File: src/rtl/display_mode_scheduler_if.sv
// Keyboard/frame inputs and mux select/blank outputs of display_mode_scheduler.
// The master side (keyboard decoder / vga_sync) drives inputs; the slave side is the scheduler.
interface display_mode_scheduler_if;
  logic [7:0] keyboard_data;
  logic       frame_start;
  logic       mode_sel;
  logic       blank;
  logic       mode_changed;
  logic [1:0] state;

  modport master (
    output keyboard_data, frame_start,
    input  mode_sel, blank, mode_changed, state
  );

  modport slave (
    input  keyboard_data, frame_start,
    output mode_sel, blank, mode_changed, state
  );
endinterface

File: src/rtl/display_mode_scheduler.sv
// Auto/manual display mode scheduler: F1 requests switch at a frame boundary, then BLANK_FRAMES blanked frames.
// Outputs registered, one cycle after the causing input; no backpressure. Idle timeout built when MODE_TIMEOUT_EN is defined.
module display_mode_scheduler #(
  parameter int BLANK_FRAMES = 2,
  parameter int IDLE_FRAMES  = 600
) (
  input  logic                     clk,
  input  logic                     reset,
  display_mode_scheduler_if.slave  bus
);

  typedef enum logic [1:0] {
    AUTO   = 2'd0,
    MANUAL = 2'd1,
    PEND   = 2'd2,
    BLANK  = 2'd3
  } state_t;

  localparam logic [7:0] BLANK_LOAD = 8'(BLANK_FRAMES);

  if (BLANK_FRAMES < 0 || BLANK_FRAMES > 255 || IDLE_FRAMES < 1 || IDLE_FRAMES > 65535) begin : g_bad_param
    $error("display_mode_scheduler: parameter out of range");
  end

  state_t     state_q, state_nxt;
  logic       f1_prev;
  logic       f1_rise;
  logic       target, target_nxt;
  logic [7:0] blank_cnt, blank_cnt_nxt;
  logic       mode_sel_q, mode_sel_nxt;
  logic       blank_q, blank_nxt;
  logic       changed_q, changed_nxt;
  logic       idle_exp;

  assign f1_rise = bus.keyboard_data[5] & ~f1_prev;

`ifdef MODE_TIMEOUT_EN
  localparam logic [15:0] IDLE_LIMIT = 16'(IDLE_FRAMES);
  logic [15:0] idle_cnt;
  logic        unused_kbd;

  // Counter is held at zero outside MANUAL, which gives the clear-on-entry behaviour.
  always_ff @(posedge clk or negedge reset) begin
    if (!reset) begin
      idle_cnt <= '0;
    end else if (state_q != MANUAL || bus.keyboard_data[3:0] != 4'd0) begin
      idle_cnt <= '0;
    end else if (bus.frame_start && idle_cnt != 16'hFFFF) begin
      idle_cnt <= idle_cnt + 16'd1;
    end
  end

  assign idle_exp   = (state_q == MANUAL) && (idle_cnt >= IDLE_LIMIT);
  assign unused_kbd = ^{bus.keyboard_data[7:6], bus.keyboard_data[4]};
`else
  logic unused_kbd;
  assign idle_exp   = 1'b0;
  assign unused_kbd = ^{bus.keyboard_data[7:6], bus.keyboard_data[4:0]};
`endif

  // State register; outputs are registered alongside it.
  always_ff @(posedge clk or negedge reset) begin
    if (!reset) begin
      state_q    <= AUTO;
      f1_prev    <= 1'b0;
      target     <= 1'b0;
      blank_cnt  <= '0;
      mode_sel_q <= 1'b0;
      blank_q    <= 1'b0;
      changed_q  <= 1'b0;
    end else begin
      state_q    <= state_nxt;
      f1_prev    <= bus.keyboard_data[5];
      target     <= target_nxt;
      blank_cnt  <= blank_cnt_nxt;
      mode_sel_q <= mode_sel_nxt;
      blank_q    <= blank_nxt;
      changed_q  <= changed_nxt;
    end
  end

  // Next state: cancel by a second press wins over a coincident frame_start.
  always_comb begin
    state_nxt  = state_q;
    target_nxt = target;
    unique case (state_q)
      AUTO: begin
        if (f1_rise) begin
          state_nxt  = PEND;
          target_nxt = 1'b1;
        end
      end
      MANUAL: begin
        if (f1_rise || idle_exp) begin
          state_nxt  = PEND;
          target_nxt = 1'b0;
        end
      end
      PEND: begin
        if (f1_rise) begin
          state_nxt = target ? AUTO : MANUAL;
        end else if (bus.frame_start) begin
          if (BLANK_FRAMES > 0) state_nxt = BLANK;
          else                  state_nxt = target ? MANUAL : AUTO;
        end
      end
      BLANK: begin
        if (bus.frame_start && blank_cnt == 8'd1) begin
          state_nxt = mode_sel_q ? MANUAL : AUTO;
        end
      end
      default: state_nxt = AUTO;
    endcase
  end

  // Output values to be registered with the next state.
  always_comb begin
    mode_sel_nxt  = mode_sel_q;
    blank_cnt_nxt = blank_cnt;
    if (state_q == PEND && !f1_rise && bus.frame_start) begin
      mode_sel_nxt  = target;
      blank_cnt_nxt = BLANK_LOAD;
    end else if (state_q == BLANK && bus.frame_start) begin
      blank_cnt_nxt = blank_cnt - 8'd1;
    end
    changed_nxt = (mode_sel_nxt != mode_sel_q);
    blank_nxt   = (state_nxt == BLANK);
  end

  assign bus.state        = state_q;
  assign bus.mode_sel     = mode_sel_q;
  assign bus.blank        = blank_q;
  assign bus.mode_changed = changed_q;

endmodule
File: src/flat_wrapper.sv
// flat-port wrapper written by rule: the top's interface ports become plain ports
module display_mode_scheduler_flat 
#(
  parameter int BLANK_FRAMES = 2,
  parameter int IDLE_FRAMES  = 600
)
  (clk, reset, bus_keyboard_data, bus_frame_start, bus_mode_sel, bus_blank, bus_mode_changed, bus_state);
  display_mode_scheduler_if bus_i ();
  input  logic clk;
  input  logic reset;
  input wire logic [$bits(bus_i.keyboard_data)-1:0] bus_keyboard_data;
  input wire logic [$bits(bus_i.frame_start)-1:0] bus_frame_start;
  output wire logic [$bits(bus_i.mode_sel)-1:0] bus_mode_sel;
  output wire logic [$bits(bus_i.blank)-1:0] bus_blank;
  output wire logic [$bits(bus_i.mode_changed)-1:0] bus_mode_changed;
  output wire logic [$bits(bus_i.state)-1:0] bus_state;
  assign bus_i.keyboard_data = bus_keyboard_data;
  assign bus_i.frame_start = bus_frame_start;
  assign bus_mode_sel = bus_i.mode_sel;
  assign bus_blank = bus_i.blank;
  assign bus_mode_changed = bus_i.mode_changed;
  assign bus_state = bus_i.state;
  display_mode_scheduler #(.BLANK_FRAMES(BLANK_FRAMES), .IDLE_FRAMES(IDLE_FRAMES)) u_core (.clk(clk), .reset(reset), .bus(bus_i));
endmodule
File: config.mk
export PLATFORM = sky130hd
export DESIGN_NAME = display_mode_scheduler_flat
export DESIGN_NICKNAME = d
export VERILOG_FILES = /design/src/rtl/display_mode_scheduler_if.sv /design/src/rtl/display_mode_scheduler.sv /design/src/flat_wrapper.sv
export SDC_FILE = /design/constraint.sdc
export NUM_CORES = 1
export LEC_CHECK = 0
export CAP_MARGIN = 20
export CORE_MARGIN = 2
export CORE_UTILIZATION = 52
export CTS_CLUSTER_SIZE = 20
export DETAILED_ROUTE_END_ITERATION = 7
export PLACE_DENSITY = 0.81
export SLEW_MARGIN = 20
export SYNTH_ARGS = -nofsm -noshare
export SYNTH_HDL_FRONTEND = slang
export SYNTH_SLANG_ARGS = --single-unit
export TNS_END_PERCENT = 20
File: constraint.sdc
create_clock -name clk -period 2.7 [get_ports clk]
set_input_delay 0.675 -clock clk [delete_from_list [all_inputs] [get_ports clk]]
set_output_delay 0.675 -clock clk [all_outputs]
set_load 0.02 [all_outputs]
==> results of run 1 <==
-- how the worst min path moves through the flow --
stage                                       to  cells past startpoint  slack, ps
6_report       u_core.blank_cnt[7]$_DFFE_PN0P_                      2        560
2_1_floorplan  u_core.blank_cnt[0]$_DFFE_PN0P_                      0        380
4_1_cts        u_core.blank_cnt[7]$_DFFE_PN0P_                      2        560
5_1_grt        u_core.blank_cnt[7]$_DFFE_PN0P_                      2        590
3_5_place_dp   u_core.blank_cnt[7]$_DFFE_PN0P_                      2        540
3_3_place_gp   u_core.blank_cnt[7]$_DFFE_PN0P_                      2        540
-- layout by cell type (no fill, tap or decap), types with 3 or more instances in the layout --
cell             Yosys  layout
a21oi_1              5       5
clkbuf_4             0       3
clkdlybuf4s50_1      0       8
dfrtp_1             15      15
inv_1                4       4
nand2_1              3       3
nor2_1               3       3
o211ai_1             3       3
o21ai_0              4       4
o31ai_1              4       4
or4_1                3       3
-- cell type report --
type	instances	area (um^2)	share of cell area (%)
Clock inverter	1	5.00	0.568
Multi-Input combinational cell	52	357	40.5
Sequential cell	15	375	42.6
Timing Repair Buffer	9	87.6	9.94
Inverter	4	15.0	1.70
Clock buffer	3	22.5	2.56
Tap cell	15	18.8	2.13
-- state kept, by name, summed over array words and instances (netlist names) --
name                     flops
u_core.blank_cnt             8
u_core.bus.state             2
u_core.bus.blank             1
u_core.bus.mode_changed      1
u_core.bus.mode_sel          1
u_core.f1_prev               1
u_core.target                1
-- power by group through the flow --
| stage | Sequential, mW | Clock (mW) | Combinational (mW) |
|---|---|---|---|
| after floorplan | 0.425 | 0 | 0.298 |
| after global placement | 0.428 | 0 | 0.389 |
| after detailed placement | 0.434 | 0 | 0.399 |
| after CTS | 0.429 | 0.128 | 0.402 |
| after global routing | 0.451 | 0.141 | 0.445 |
| final | 0.433 | 0.124 | 0.397 |
-- through the flow --
stage	cell area, um^2	setup WS [ps]	hold slack [ps]
finish	881	486	565
global route	881	400	588
CTS	881	470	556
detailed placement	853	384	543
global placement	853	412	542
floorplan	769	819	379
-- kinds of logic (layout without fill, tap and decap cells) --
family / Yosys count / count (layout) / synth area share [%]
simple gates: 27 / 27 / 22.9
compound gates: 19 / 19 / 15.3
flops: 15 / 15 / 48.8
buf+inv: 6 / 17 / 4.88
xor+xnor: 3 / 3 / 3.42
fa+ha+maj: 2 / 2 / 3.25
mux: 1 / 1 / 1.46
-- layer usage --
layer | wire length (um) | part of all wire [%]
met1 | 674 | 51
met2 | 583 | 44
met3 | 62 | 4.7
met4 | 11 | 0.83
met5 | 0 | 0
==> metrics.csv, run 1 <==
stage;metric;value;unit
global_route;grt_pass1_vias;501;
layout;diodes;0;
min_path;hp-start;u_core.blank_cnt[7]$_DFFE_PN0P_;
synthesis;synthCells;73;
die;io_pins;16;
global_route;gr-usage-met3;3.88;%
global_route;grt-busiest-layer;met1;
power;irDropWorstVdd;0.698;mV
synthesis;yosys.area.top_type_share;48.8;%
placement;gp_congestion;0.801;
global_route;use_met1;24.2;%
worst_setup_path;path_depth;1;
worst_setup_path;worstReg2RegStart;u_core.blank_cnt[3]$_DFFE_PN0P_;
layout;finalNonFillerCells;99;
global_route;grt-ovfl-total;0;
worst_setup_path;crit_arrival;1540;ps
cts;cts_made_buffers;3;
cts;cts-resized-gates;0;
drt;drt_first_pass_iters;4;
synthesis;yosysMostFrequentCell;dfrtp_1;
cts;cts_max_path_buffers;2;
job;drv_cap;0;
power;p_sw;0.382;mW
worst_setup_path;ff2ff_path_depth;3;
synthesis;yosys-top-cells-area;dfrtp_1 (49%), o31ai_1 (3.9%), a21oi_1 (3.3%), ha_1 (3.3%), buf_6 (2.9%);
sta;worst_slew_pin_slew;635;ps
sta;finalSetupViolCount;0;
layout;synthToLayoutAreaGrowth;14.5;%
synthesis;synth_area_per_cell;10.5;um^2
worst_setup_path;cp_top_family;buffers and inverters;
synthesis;async_flop_share;100;%
worst_setup_path;endpoint_kind;output pin;
sta;slew-limit-headroom;57.5;%
worst_setup_path;cp_slowest_stage_delay;680;ps
min_path;min_path_type;reg2reg;
synthesis;synth-seq-area-share;48.8;%
die;core_area;0.00133;mm^2
worst_setup_path;worstReg2RegEnd;u_core.blank_cnt[7]$_DFFE_PN0P_;
placement;portBuffers;8;
global_route;grt_pass1_wl;2210;um
die;die_height;42.5;um
power;p_int;0.572;mW
synthesis;netlist.top_cell.by_area;dfrtp_1;
sta;min_period;2210;ps
worst_setup_path;crit_end;bus_state[0];
synthesis;synth-seq-cells;15;
cts;cts_tree;done;
worst_setup_path;critPathKind;reg2out;
sta;slew_violations;0;
layout;post-route-util;66.0;%
run_status;status;completed;
sta;fin_skew;8.34;ps
layout;nets;98;
die;initial_core_util;57.7;%
sta;rsz0062_at_grt;no;
die;fp.dieW;42.5;um
power;fin_total_pwr;0.955;mW
global_route;met2_usage;22.8;%
cts;clk_pin_slew_worst_paths;90;ps
power;pwr-share-seq;45.4;%
worst_setup_path;path_buf_inv;1;
worst_setup_path;start_kind;register;
die;dieArea;0.00180;mm^2
worst_setup_path;startpoint;u_core.bus.state[0]$_DFF_PN0_;
synthesis;ys.flop_type;dfrtp_1;
cts;cts-root-buf;clkbuf_4;
global_route;grtUsageTotal;16.7;%
synthesis;synth_edf_count;0;
drt;routed_via_density;6.06;
die;rows;13;
worst_setup_path;r2r_slack;950;ps
placement;dp_hpwl;955;um
global_route;grt_max_degree;16;
worst_setup_path;crit_slowest_cell;clkdlybuf4s50_1;
sta;setup-tns-final;0;ps
cts;worstSkewPairLatency;280;ps
drt;num_vias;600;
synthesis;yosysWarnings;0;
drt;routed_wl;1330;um
worst_setup_path;path_cells;clkdlybuf4s50_1;
worst_setup_path;cp.required;2030;ps
cts;ctsHtreeMaxLevel;1;
drt;ant_nets;0;
sta;min_period_over_period;82.0;%
drt;first_iter_violations;19;
cts;clock-sinks;15;
synthesis;synth_nets;86;
power;switching_share;40.0;%
power;power.density;1080;mW/mm^2
synthesis;synthTopCellsByCount;dfrtp_1 (15), a21oi_1 (5), inv_1 (4), o21ai_0 (4), o31ai_1 (4);
power;pwr-share-clk;13.0;%
synthesis;syn_area;769;um^2
placement;dpl.cell_count;95;
power;share_comb_of_total_power;41.6;%
worst_setup_path;path_max_fanout;13;
cts;holdBufCountCts;0;
layout;layout-drive-gt1-share;14.3;%
drt;post_drt_wl_per_cell;13.5;um
layout;fillers;102;
power;leakage;0.376;nW
drt;drc;0;
sta;finalHoldViolCount;0;
global_route;antenna_found_initial;0;
sta;timing.fmax;452;MHz
synthesis;ys_types;32;
cts;post_cts_buffers;0;
(Power assumes the default switching activity.)
==> inputs of run 2 (changes only) <==
--- a/config.mk
+++ b/config.mk
@@ -7,10 +7,10 @@
 export LEC_CHECK = 0
 export CAP_MARGIN = 20
 export CORE_MARGIN = 2
-export CORE_UTILIZATION = 52
+export CORE_UTILIZATION = 44
 export CTS_CLUSTER_SIZE = 20
 export DETAILED_ROUTE_END_ITERATION = 7
-export PLACE_DENSITY = 0.81
+export PLACE_DENSITY = 0.73
 export SLEW_MARGIN = 20
 export SYNTH_ARGS = -nofsm -noshare
 export SYNTH_HDL_FRONTEND = slang
==> constraint.sdc (replaced) <==
create_clock -name clk -period 1.9 [get_ports clk]
set_input_delay 0.475 -clock clk [delete_from_list [all_inputs] [get_ports clk]]
set_output_delay 0.475 -clock clk [all_outputs]
set_load 0.02 [all_outputs]
==> metrics.csv, run 2 (synthesized netlist as in run 1, its figures left out) <==
stage;metric;value;unit;change
cts;ctsHtreeMaxLevel;1;;unchanged
min_path;min_path_type;in2async;;
cts;cts_made_buffers;3;;unchanged
layout;post-route-util;55.9;%;-10 points
worst_setup_path;endpoint_kind;output pin;;
die;dieArea;0.00210;mm^2;+16%
drt;routed_wl;1380;um;+3.9%
worst_setup_path;path_max_fanout;4;;-9
die;fp.dieW;45.8;um;+7.9%
sta;fin_skew;3.87;ps;-4.47 ps
drt;wl_met2;632;um;+8.4%
sta;setup-tns-final;0;ps;unchanged
cts;cts_tree;done;;
layout;top_register;u_core.blank_cnt;;
job;drv_cap;0;;unchanged
drt;m1WireLength;705;um;+4.6%
drt;post_drt_wl_per_cell;12.7;um;-5.6%
die;rows;15;;+2
run_status;status;completed;;
placement;placed_cell_area;916;um^2;+7.3%
placement;dpl_worst_slack;-81.4;ps;-465 ps
global_route;grt_max_degree;16;;unchanged
sta;hold_ws;496;ps;-69.1 ps
sta;finalSetupViolCount;0;;unchanged
sta;finalHoldViolCount;0;;unchanged
cts;clock-sinks;15;;unchanged
worst_setup_path;start_kind;register;;
power;fin_total_pwr;1.40;mW;+47%
die;io_pins;16;;unchanged
global_route;grtUsageTotal;16.0;%;-0.69 points
worst_setup_path;ff2ff_path_depth;3;;unchanged
sta;timing.fmax;564;MHz;
sta;worst_slew_pin_slew;272;ps;-363 ps
sta;slew-limit-headroom;81.6;%;+24 points
worst_setup_path;path_depth;1;;unchanged
drt;routed_via_density;5.50;;-9.2%
cts;cts-resized-gates;0;;unchanged
drt;ant_nets;0;;unchanged
worst_setup_path;crit_slowest_cell;clkdlybuf4s50_1;;
sta;rsz0062_at_grt;no;;
worst_setup_path;critPathKind;reg2out;;
layout;largest_reg_flops;8;;unchanged
layout;nets;106;;+8.2%
sta;setup_ws;126;ps;-360 ps
die;die_height;45.8;um;+7.9%
worst_setup_path;path_cells;clkdlybuf4s50_1;;
worst_setup_path;cp_top_family;buffers and inverters;;
drt;wl_met3;30;um;-52%
placement;dp_hpwl;1060;um;+11%
sta;min_period_over_period;93.3;%;
layout;synthToLayoutAreaGrowth;22.6;%;
worst_setup_path;cp.required;1420;ps;-610 ps
cts;cts_max_path_buffers;2;;unchanged
worst_setup_path;crit_arrival;1300;ps;-240 ps
global_route;antenna_found_initial;0;;unchanged
power;leakage;0.413;nW;+9.7%
layout;diodes;0;;unchanged
placement;gp_congestion;0.710;;-11%
global_route;grt_pass1_vias;555;;+11%
drt;routed.top_layer;met4;;
cts;worstSkewPairLatency;280;ps;about the same
global_route;grt_pass1_wl;2350;um;+6.5%
power;irDropWorstVdd;0.907;mV;+30%
cts;cts-root-buf;clkbuf_4;;
drt;first_iter_violations;6;;-13
die;core_area;0.00169;mm^2;+27%
drt;drc;0;;unchanged
cts;holdBufCountCts;0;;unchanged
layout;stdcell_area;943;um^2;+7.1%
drt;drt_first_pass_iters;3;;-1
layout;fillers;161;;+58%
placement;portBuffers;8;;unchanged
cts;post_cts_buffers;0;;unchanged
global_route;grt-ovfl-total;0;;unchanged
layout;most-common-layout-cells;dfrtp_1 (15), buf_4 (9), clkdlybuf4s50_1 (8), a21oi_1 (5);;
layout;final_common_cell;dfrtp_1;;
drt;num_vias;600;;unchanged
worst_setup_path;path_buf_inv;1;;unchanged
die;initial_core_util;45.6;%;-12 points
sta;slew_violations;0;;unchanged
sta;min_period;1770;ps;
cts;clk_pin_slew_worst_paths;90;ps;about the same
worst_setup_path;cp_slowest_stage_delay;620;ps;-60 ps
power;power.density;1490;mW/mm^2;+37%
placement;dpl.cell_count;105;;+11%
layout;layout-drive-gt1-share;21.7;%;+7.5 points
layout;finalNonFillerCells;109;;+10%
-- run 2: changes by cell type in the layout (fill, tap and decap cells not counted), sizes merged --
cell	change
buf	+8
-- run 2: report_power, final --
group / internal (mW) / switching (mW) / total, mW / leakage (nW)
Sequential: 0.445 / 0.108 / 0.553 / 0.190
Clock: 0.0780 / 0.0988 / 0.177 / 0.0177
Combinational: 0.334 / 0.340 / 0.675 / 0.205
Total: 0.857 / 0.547 / 1.40 / 0.413
-- run 2: per-layer routing --
layer,vias up,track usage [%]
met5,-,0
met4,0,5.14
met3,2,7.14
met2,7,24.5
met1,282,20.2
li1,309,-
-- run 2: final timing paths --
check	startpoint	endpoint	slack, ps
min	reset	u_core.blank_cnt[3]$_DFFE_PN0P_	500
min reg2reg	u_core.blank_cnt[7]$_DFFE_PN0P_	u_core.blank_cnt[7]$_DFFE_PN0P_	560
max in group asynchronous	reset	u_core.bus.mode_sel$_DFF_PN0_	1230
max	u_core.bus.mode_sel$_DFF_PN0_	bus_mode_sel	130
max reg2reg	u_core.blank_cnt[3]$_DFFE_PN0P_	u_core.blank_cnt[7]$_DFFE_PN0P_	150
min in group clk	u_core.blank_cnt[7]$_DFFE_PN0P_	u_core.blank_cnt[7]$_DFFE_PN0P_	560
-- run 2: area by class of cell --
class,count,area (um^2),share of cell area [%]
Sequential cell,15,375,39.8
Multi-Input combinational cell,52,357,37.8
Timing Repair Buffer,17,148,15.6
Clock buffer,3,22.5,2.39
Tap cell,17,21.3,2.25
Inverter,4,15.0,1.59
Clock inverter,1,5.00,0.531
==> inputs of run 3 (changes only) <==
--- a/config.mk
+++ b/config.mk
@@ -6,7 +6,6 @@
 export NUM_CORES = 1
 export LEC_CHECK = 0
 export CAP_MARGIN = 20
-export CORE_MARGIN = 2
 export CORE_UTILIZATION = 44
 export CTS_CLUSTER_SIZE = 20
 export DETAILED_ROUTE_END_ITERATION = 7
==> metrics.csv, run 3 (synthesized netlist as in run 1, its figures left out) <==
stage;metric;value;unit;change
sta;finalSetupViolCount;0;;unchanged
die;rows;14;;-1
drt;routed_wl;1440;um;+4.3%
placement;dpl.cell_count;103;;-1.9%
layout;fillers;121;;-25%
run_status;status;finished, violations left;;
drt;first_iter_violations;14;;+8
die;initial_core_util;48.8;%;+3.3 points
power;p_sw;0.559;mW;+2.2%
layout;regArea;375;um^2;unchanged
power;switching_share;39.5;%;+0.50 points
die;dieArea;0.00192;mm^2;-8.5%
global_route;grt_pass1_wl;2460;um;+4.7%
global_route;grtUsageTotal;17.7;%;+1.7 points
placement;dp_hpwl;1040;um;-1.7%
worst_setup_path;worstReg2RegStart;u_core.blank_cnt[3]$_DFFE_PN0P_;;
layout;layout-drive-gt1-share;20.9;%;-0.86 points
worst_setup_path;cp.required;1420;ps;about the same
worst_setup_path;crit_slowest_cell;clkdlybuf4s50_1;;
sta;worst_slew_pin_slew;269;ps;-3.51 ps
min_path;min_path_type;in2async;;
drt;ant_nets;0;;unchanged
die;io_pins;16;;unchanged
layout;largest_reg_flops;8;;unchanged
drt;routed_via_density;5.96;;+8.3%
sta;hold_ws;493;ps;-2.68 ps
placement;gp_congestion;0.735;;+3.6%
global_route;grt-ovfl-total;0;;unchanged
sta;slew_violations;0;;unchanged
worst_setup_path;cp_slowest_stage_delay;620;ps;about the same
worst_setup_path;path_cells;clkdlybuf4s50_1;;
layout;diodes;0;;unchanged
worst_setup_path;startpoint;u_core.bus.mode_sel$_DFF_PN0_;;
sta;fin_skew;1.99;ps;-1.88 ps
sta;finalHoldViolCount;0;;unchanged
sta;min_period;1780;ps;+10.9 ps
power;p_int;0.858;mW;about the same
layout;multi_input_area;357;um^2;unchanged
drt;drt_first_pass_iters;7;;+4
worst_setup_path;endpoint_kind;output pin;;
run_status;violations;design-rule violations;;
cts;post_cts_buffers;0;;unchanged
sta;rsz0062_at_grt;no;;
worst_setup_path;path_buf_inv;1;;unchanged
layout;synthToLayoutAreaGrowth;21.5;%;
cts;cts_max_path_buffers;2;;unchanged
cts;cts_tree;done;;
drt;post_drt_wl_per_cell;13.5;um;+6.3%
layout;final_common_cell;dfrtp_1;;
cts;cts-root-buf;clkbuf_4;;
power;pwr-share-clk;12.9;%;+0.3 points
layout;top_register;u_core.blank_cnt;;
layout;finalNonFillerCells;107;;-1.8%
layout;nets;105;;-0.94%
die;core_area;0.00158;mm^2;-6.7%
layout;stdcell_area;935;um^2;-0.93%
global_route;grt_max_degree;16;;unchanged
power;pwr-share-seq;39.5;%;about the same
cts;clock-sinks;15;;unchanged
sta;min_period_over_period;93.9;%;+0.58 points
placement;dpl_worst_slack;-110;ps;-28.6 ps
cts;cts_made_buffers;3;;unchanged
sta;timing.fmax;560;MHz;-0.61%
sta;slew-limit-headroom;81.8;%;+0.24 points
job;drv_cap;0;;unchanged
power;power.density;1520;mW/mm^2;+1.8%
drt;drc;1;;+1
sta;setup_ws;115;ps;-10.9 ps
worst_setup_path;start_kind;register;;
power;irDropWorstVdd;0.716;mV;-21%
cts;cts-resized-gates;0;;unchanged
layout;most-common-layout-cells;dfrtp_1 (15), clkdlybuf4s50_1 (8), buf_4 (8), a21oi_1 (5);;
worst_setup_path;cp_top_family;buffers and inverters;;
placement;portBuffers;8;;unchanged
drt;num_vias;638;;+6.3%
power;share_comb_of_total_power;47.5;%;-0.5 points
die;die_height;43.8;um;-4.4%
worst_setup_path;crit_arrival;1310;ps;about the same
worst_setup_path;critPathKind;reg2out;;
cts;ctsHtreeMaxLevel;1;;unchanged
global_route;grt_pass1_vias;621;;+12%
cts;holdBufCountCts;0;;unchanged
placement;placed_cell_area;907;um^2;-0.96%
cts;clk_pin_slew_worst_paths;90;ps;about the same
global_route;antenna_found_initial;0;;unchanged
worst_setup_path;path_max_fanout;4;;unchanged
power;leakage;0.408;nW;-1.1%
cts;worstSkewPairLatency;280;ps;about the same
die;fp.dieW;43.8;um;-4.4%
## run 3: through the flow
stage          utilization [%]  TNS, ps  power, mW
4_1_cts                   59.3        0       1.42
2_1_floorplan                -        0       1.03
3_5_place_dp              57.5     -269       1.24
5_1_grt                   59.3        0       1.53
6_report                  59.3        0       1.42
3_3_place_gp              57.5     -248       1.22
## run 3: worst paths after layout
path	depth (start not counted)	slack, ps	endpoint
hold / removal	2	490	u_core.bus.state[1]$_DFF_PN0_
setup reg to reg	3	130	u_core.blank_cnt[7]$_DFFE_PN0P_
setup / recovery	1	120	bus_mode_sel
min in group clk	2	560	u_core.blank_cnt[6]$_DFFE_PN0P_
hold reg to reg	2	560	u_core.blank_cnt[6]$_DFFE_PN0P_
max in group asynchronous	2	1240	u_core.blank_cnt[1]$_DFFE_PN0P_
## run 3: power groups by stage
stage / clock (mW) / sequential, mW / combinational [mW]
final: 0.183 / 0.560 / 0.674
after global routing: 0.201 / 0.577 / 0.750
after CTS: 0.187 / 0.557 / 0.677
after detailed placement: 0 / 0.563 / 0.673
after global placement: 0 / 0.558 / 0.661
after floorplan: 0 / 0.603 / 0.424
## run 3: layout make-up
class,count,area share [%]
flip-flops and latches,15,40.2
multi-input cells,52,38.2
repair buffers,16,15.0
clock buffers,3,2.41
well taps,16,2.14
inverters,4,1.61
clock inverters,1,0.535
## run 3: per-layer routing
layer  vias up  global-route usage, %  part of all wire (%)
met5         -                      0                     0
met4         0                   12.5                   1.7
met3         4                   4.58                   3.1
met2        11                   28.4                    43
met1       317                   20.5                    52
li1        306                      -                     -
